$ cat config.mk
export PLATFORM = sky130hd
export DESIGN_NAME = multicycle_control
export DESIGN_NICKNAME = d
export VERILOG_FILES = /design/src/rtl/multicycle_control.sv
export SDC_FILE = /design/constraint.sdc
export NUM_CORES = 1
export LEC_CHECK = 0
export BUFFER_PORTS_ARGS = -buffer_cell sky130_fd_sc_hd__buf_2
export CAP_MARGIN = 20
export CORE_MARGIN = 2
export CORE_UTILIZATION = 35
export CTS_CLUSTER_DIAMETER = 30
export DETAILED_ROUTE_END_ITERATION = 8
export GPL_TIMING_DRIVEN = 0
export PLACE_DENSITY = 0.57
export REMOVE_ABC_BUFFERS = 1
export SLEW_MARGIN = 20
export SYNTH_ARGS = -nofsm -noshare
export SYNTH_HDL_FRONTEND = slang
export SYNTH_SLANG_ARGS = --single-unit
$ cat constraint.sdc
create_clock -name Clk -period 4.9 [get_ports Clk]
set_clock_uncertainty 0.2 [all_clocks]
set_input_delay 0.245 -clock Clk [delete_from_list [all_inputs] [get_ports Clk]]
set_output_delay 0.245 -clock Clk [all_outputs]
set_load 0.02 [all_outputs]
$ cat src/rtl/multicycle_control.sv
// Moore control FSM for a five-stage-style multicycle MIPS datapath.
// Datapath controls are registered alongside the state so they change only on Clk.
module multicycle_control #(
    parameter logic [5:0] OP_RTYPE = 6'h00,
    parameter logic [5:0] OP_LW    = 6'h23,
    parameter logic [5:0] OP_SW    = 6'h2B,
    parameter logic [5:0] OP_BEQ   = 6'h04,
    parameter logic [5:0] OP_J     = 6'h02,
    parameter logic [5:0] OP_ADDI  = 6'h08
) (
    input  logic       Clk,
    input  logic       Reset_n,
    input  logic [5:0] Op,
    output logic       PCWrite,
    output logic       Branch,
    output logic       IorD,
    output logic       MemRead,
    output logic       MemWrite,
    output logic       MemtoReg,
    output logic       IRWrite,
    output logic       ALUSrcA,
    output logic       RegWrite,
    output logic       RegDst,
    output logic [1:0] PCSource,
    output logic [1:0] ALUOp,
    output logic [1:0] ALUSrcB,
    output logic [3:0] State
);

    localparam int unsigned ST_W  = 4;
    localparam int unsigned SEL_W = 2;

    typedef enum logic [ST_W-1:0] {
        IDLE    = 4'd0,
        FETCH   = 4'd1,
        DECODE  = 4'd2,
        MEMADDR = 4'd3,
        MEMRD   = 4'd4,
        MEMWB   = 4'd5,
        MEMWR   = 4'd6,
        EXEC    = 4'd7,
        ALUWB   = 4'd8,
        BRANCH  = 4'd9,
        JUMP    = 4'd10,
        ADDIEX  = 4'd11,
        ADDIWB  = 4'd12
    } state_t;

    typedef struct packed {
        logic             pcwrite;
        logic             branch;
        logic             iord;
        logic             memread;
        logic             memwrite;
        logic             memtoreg;
        logic             irwrite;
        logic             alusrca;
        logic             regwrite;
        logic             regdst;
        logic [SEL_W-1:0] pcsource;
        logic [SEL_W-1:0] aluop;
        logic [SEL_W-1:0] alusrcb;
    } ctrl_t;

    state_t state_q, state_d;
    ctrl_t  ctrl_q, ctrl_d;

    // Next state; Op matters only when leaving DECODE or MEMADDR.
    always_comb begin
        state_d = FETCH;
        case (state_q)
            IDLE:    state_d = FETCH;
            FETCH:   state_d = DECODE;
            DECODE: begin
                if (Op == OP_LW || Op == OP_SW) state_d = MEMADDR;
                else if (Op == OP_RTYPE)        state_d = EXEC;
                else if (Op == OP_BEQ)          state_d = BRANCH;
                else if (Op == OP_J)            state_d = JUMP;
                else if (Op == OP_ADDI)         state_d = ADDIEX;
                else                            state_d = FETCH;
            end
            MEMADDR: state_d = (Op == OP_LW) ? MEMRD : MEMWR;
            MEMRD:   state_d = MEMWB;
            EXEC:    state_d = ALUWB;
            ADDIEX:  state_d = ADDIWB;
            default: state_d = FETCH;
        endcase
    end

    // Controls for the state being entered, so the registered copy lines up with State.
    always_comb begin
        ctrl_d = '0;
        case (state_d)
            FETCH: begin
                ctrl_d.memread = 1'b1;
                ctrl_d.irwrite = 1'b1;
                ctrl_d.pcwrite = 1'b1;
                ctrl_d.alusrcb = 2'b01;
            end
            DECODE:  ctrl_d.alusrcb = 2'b11;
            MEMADDR, ADDIEX: begin
                ctrl_d.alusrca = 1'b1;
                ctrl_d.alusrcb = 2'b10;
            end
            MEMRD: begin
                ctrl_d.memread = 1'b1;
                ctrl_d.iord    = 1'b1;
            end
            MEMWR: begin
                ctrl_d.memwrite = 1'b1;
                ctrl_d.iord     = 1'b1;
            end
            MEMWB: begin
                ctrl_d.regwrite = 1'b1;
                ctrl_d.memtoreg = 1'b1;
            end
            ADDIWB:  ctrl_d.regwrite = 1'b1;
            EXEC: begin
                ctrl_d.alusrca = 1'b1;
                ctrl_d.aluop   = 2'b10;
            end
            ALUWB: begin
                ctrl_d.regwrite = 1'b1;
                ctrl_d.regdst   = 1'b1;
            end
            BRANCH: begin
                ctrl_d.alusrca  = 1'b1;
                ctrl_d.aluop    = 2'b01;
                ctrl_d.branch   = 1'b1;
                ctrl_d.pcsource = 2'b01;
            end
            JUMP: begin
                ctrl_d.pcwrite  = 1'b1;
                ctrl_d.pcsource = 2'b10;
            end
            default: ctrl_d = '0;
        endcase
    end

    always_ff @(posedge Clk or negedge Reset_n) begin
        if (!Reset_n) begin
            state_q <= IDLE;
            ctrl_q  <= '0;
        end else begin
            state_q <= state_d;
            ctrl_q  <= ctrl_d;
        end
    end

    assign PCWrite  = ctrl_q.pcwrite;
    assign Branch   = ctrl_q.branch;
    assign IorD     = ctrl_q.iord;
    assign MemRead  = ctrl_q.memread;
    assign MemWrite = ctrl_q.memwrite;
    assign MemtoReg = ctrl_q.memtoreg;
    assign IRWrite  = ctrl_q.irwrite;
    assign ALUSrcA  = ctrl_q.alusrca;
    assign RegWrite = ctrl_q.regwrite;
    assign RegDst   = ctrl_q.regdst;
    assign PCSource = ctrl_q.pcsource;
    assign ALUOp    = ctrl_q.aluop;
    assign ALUSrcB  = ctrl_q.alusrcb;
    assign State    = state_q;

endmodule
==> run metrics <==
result of the run=finished, final reports clean; met2 routing resource usage after global routing=between 20% and 30%; drt first-iter violations=19; CTS tree=done; M1 GR Usage=15.9%; post-CTS repair timing setup buffer count=0; global-route congestion overflow total=0; Ys Warns=0; number of cell rows=18; total wire length=1.71 mm; total via count in the routed design=687; CTS Sinks=19; leakage dissipation=0.538 nW; clock latency reported for the late side of the worst-skew pair=around 0.28 ns; Routed Antenna Nets=0; quantity of I/O buffers inserted on ports=27; number of clock buffers inserted by TritonCTS=3; fraction of power consumed by sequential logic=39.7%; Top Usage Layer GRT=met2; RSZ-0062 raised after global routing=no; Reg area=approximately 480 um^2; via density per instance=just under 5; number of buffers on the longest clock path=2; max-cap viol count=0; most used standard cell by instance count after synthesis=dfrtp_1; Final setup violation count=0; final hold violation count=0; post-synth top area cell=dfrtp_1; vias in the first global route=631; fraction of post-synthesis cell area in the top cell type by area=53.0%; relative max-transition margin=72.1%; initial standard-cell utilization of the core=36.5%; Post-Syn Instances=83; commonest register cell after synthesis=dfrtp_1; ys async rst share=100%; footprint of the multi-input gates=362 um^2; area growth from synthesis to final layout=18.7%; initial antenna violation count=0; worst hold path class=in -> reg; number of antenna repair diodes=0; number of nets in the layout=approximately 120; Power Internal=between 0.0003 and 0.0004 W; fin. max-slew vios=0; # IOs=28; net switching fraction of the power=44.8%; DRC errors left=0; worst path required time=4.87 ns; endpoint kind of the worst setup timing path=flip-flop; die width=54.6 um; final sum of negative setup slack=0 ns; total power density per cell area=605 mW/mm^2; flop and latch count out of synthesis=19; H-tree depth=1; CTS Root Buffer Type=clkbuf_4; EDFF count, synth=0; synthesized area divided by synthesized cell count=approximately 11 um^2; last weighted congestion value of the routability-driven placer=0.765; actual transition at the worst max-transition pin=0.419 ns; cell area after technology mapping=897 um^2; FILL cells=259; Pwr Total=0.000644 W; final critical-path share of the clock period=between 30% and 40%; gr usage total=12.4%; global-route wire length before repair=roughly 2.7 mm; Post-Layout Inst Area=0.00106 mm^2; Post-synth top cells=19 x dfrtp_1, 7 x nand2_1, 6 x nand3_1, 6 x nor2_1, 5 x inv_1; sequential fraction of the synthesis area=53.0%; Worst Path Class, Setup=reg -> reg; maximum achievable frequency=0.526 GHz; Critical Path Fanout Max=14; worst-case vdd ir drop=~250 uV; DR pass1 iterations=4; maximum number of pins on one net before global-route repair=20; height of the die=54.6 um; clock transition at the registers of the reported paths=0.10 ns; arrival time at the worst endpoint=1.87 ns; placed instance area=roughly 0.0010 mm^2; flop-to-flop setup slack=between 2 and 3 ns; Sw Pwr=0.000289 W; Clock Power Share=11.6%; kind of start point of the critical path=flip-flop; core region area=0.00245 mm^2; die area=between 0.002 and 0.003 mm^2; min Tclk post-route=about 1.9 ns; fraction of layout instances using a drive strength above 1=between 30% and 40%; post-DP HPWL=1.23 mm; leading cell types by total area after synthesis=dfrtp_1 53%, nand3_1 3.3%, nand2_1 2.9%, nor4b_4 2.6%, nor2_1 2.5%; part of the power in combinational logic=approximately 49%; Global Route met3 Usage=0.820%; Synth cell types=31; CTS-repair resized insts=0; per-cell routed wire length=approximately 12 um
[routing by layer]
layer | vias up | share of wire (%)
met4 | 0 | 1.1
met2 | 20 | 47
li1 | 338 | -
met1 | 327 | 46
met5 | - | 0
met3 | 2 | 5.3
[worst max-delay path, cell delays in order (launching register included)]
cell	delay (ns)
dfrtp_1	0.61
nor2b_1	0.30
nand3_1	0.16
o21ai_4	0.29
nor3_4	0.07
o21bai_1	0.16
[placed cells by master (no fill, tap or decap), drive strengths merged]
cell type,n
a21oi,2
clkbuf,4
nand2,7
nor4b,1
and4,2
dlygate4sd3,1
nor2,7
nand3,6
xor2,2
nor3,4
o21a,1
a31oi,3
nand2b,1
nor2b,2
o22ai,2
a41oi,1
nor3b,2
dfrtp,19
buf,27
o21ai,5
o21bai,2
a211oi,2
inv,5
o31a,1
[worst paths after layout]
kind | startpoint | endpoint | cells past startpoint
max in group asynchronous | Reset_n | RegDst | 2
min reg2reg | State[2] | MemtoReg | 2
max reg2reg | State[1] | PCWrite | 5
min | Op[5] | MemWrite | 2
min in group asynchronous | Reset_n | PCSource[0] | 2
max | State[1] | PCWrite | 5
[flip-flops by register name (all words and copies together) (netlist names)]
name and flops:
RegDst 1, PCSource 2, ALUOp 2, PCWrite 1, MemRead 1, ALUSrcB 2, IorD 1, RegWrite 1
ALUSrcA 1, State 4, MemtoReg 1, MemWrite 1, IRWrite 1
[timing repair]
| item | 4_1_cts | 5_1_grt |
|---|---|---|
| endpoints found under the setup margin | 0 | 0 |
| hold buffers | 1 | 0 |
| hold endpoints to repair | 19 | 0 |
[power by group through the flow]
| stage | Combinational [W] | Clock, W | Sequential (W) |
|---|---|---|---|
| after floorplan | 0.000158 | 0 | 0.000318 |
| after global routing | 0.000349 | 0.0000824 | 0.000266 |
| final | 0.000314 | 0.0000744 | 0.000255 |
| after detailed placement | 0.000315 | 0 | 0.000259 |
| after global placement | 0.000313 | 0 | 0.000258 |
| after CTS | 0.000317 | 0.0000777 | 0.000256 |
[per-stage QoR]
stage / util [%] / hold slack (ns) / worst slack (ns) / cells
finish: 43.4 / 0.00653 / 3.00 / 139
global route: 43.4 / 0.0213 / 2.86 / 139
CTS: 43.4 / 0.000580 / 2.99 / 139
detailed placement: 41.9 / -0.000293 / 3.02 / 134
global placement: 41.9 / -0.00436 / 3.06 / 134
floorplan: - / -0.251 / 3.16 / 77
[final cells by class]
cell class / count / area share (%)
repair buffers: 28 / 13.6
clock buffers: 4 / 2.47
multi-input cells: 53 / 34.0
well taps: 30 / 3.53
flip-flops and latches: 19 / 44.7
inverters: 5 / 1.76
[cells by family (layout without fill, tap and decap cells)]
logic type / count (synthesis) / after routing / share of synthesized area [%]
AO/OA/AOI/OAI: 19 / 19 / 16.7
XOR/XNOR: 2 / 2 / 1.95
buffers and inverters: 11 / 37 / 6.69
flip-flops: 19 / 19 / 53.0
AND/OR/NAND/NOR: 32 / 32 / 21.6
Power figures use the tool's default switching activity.
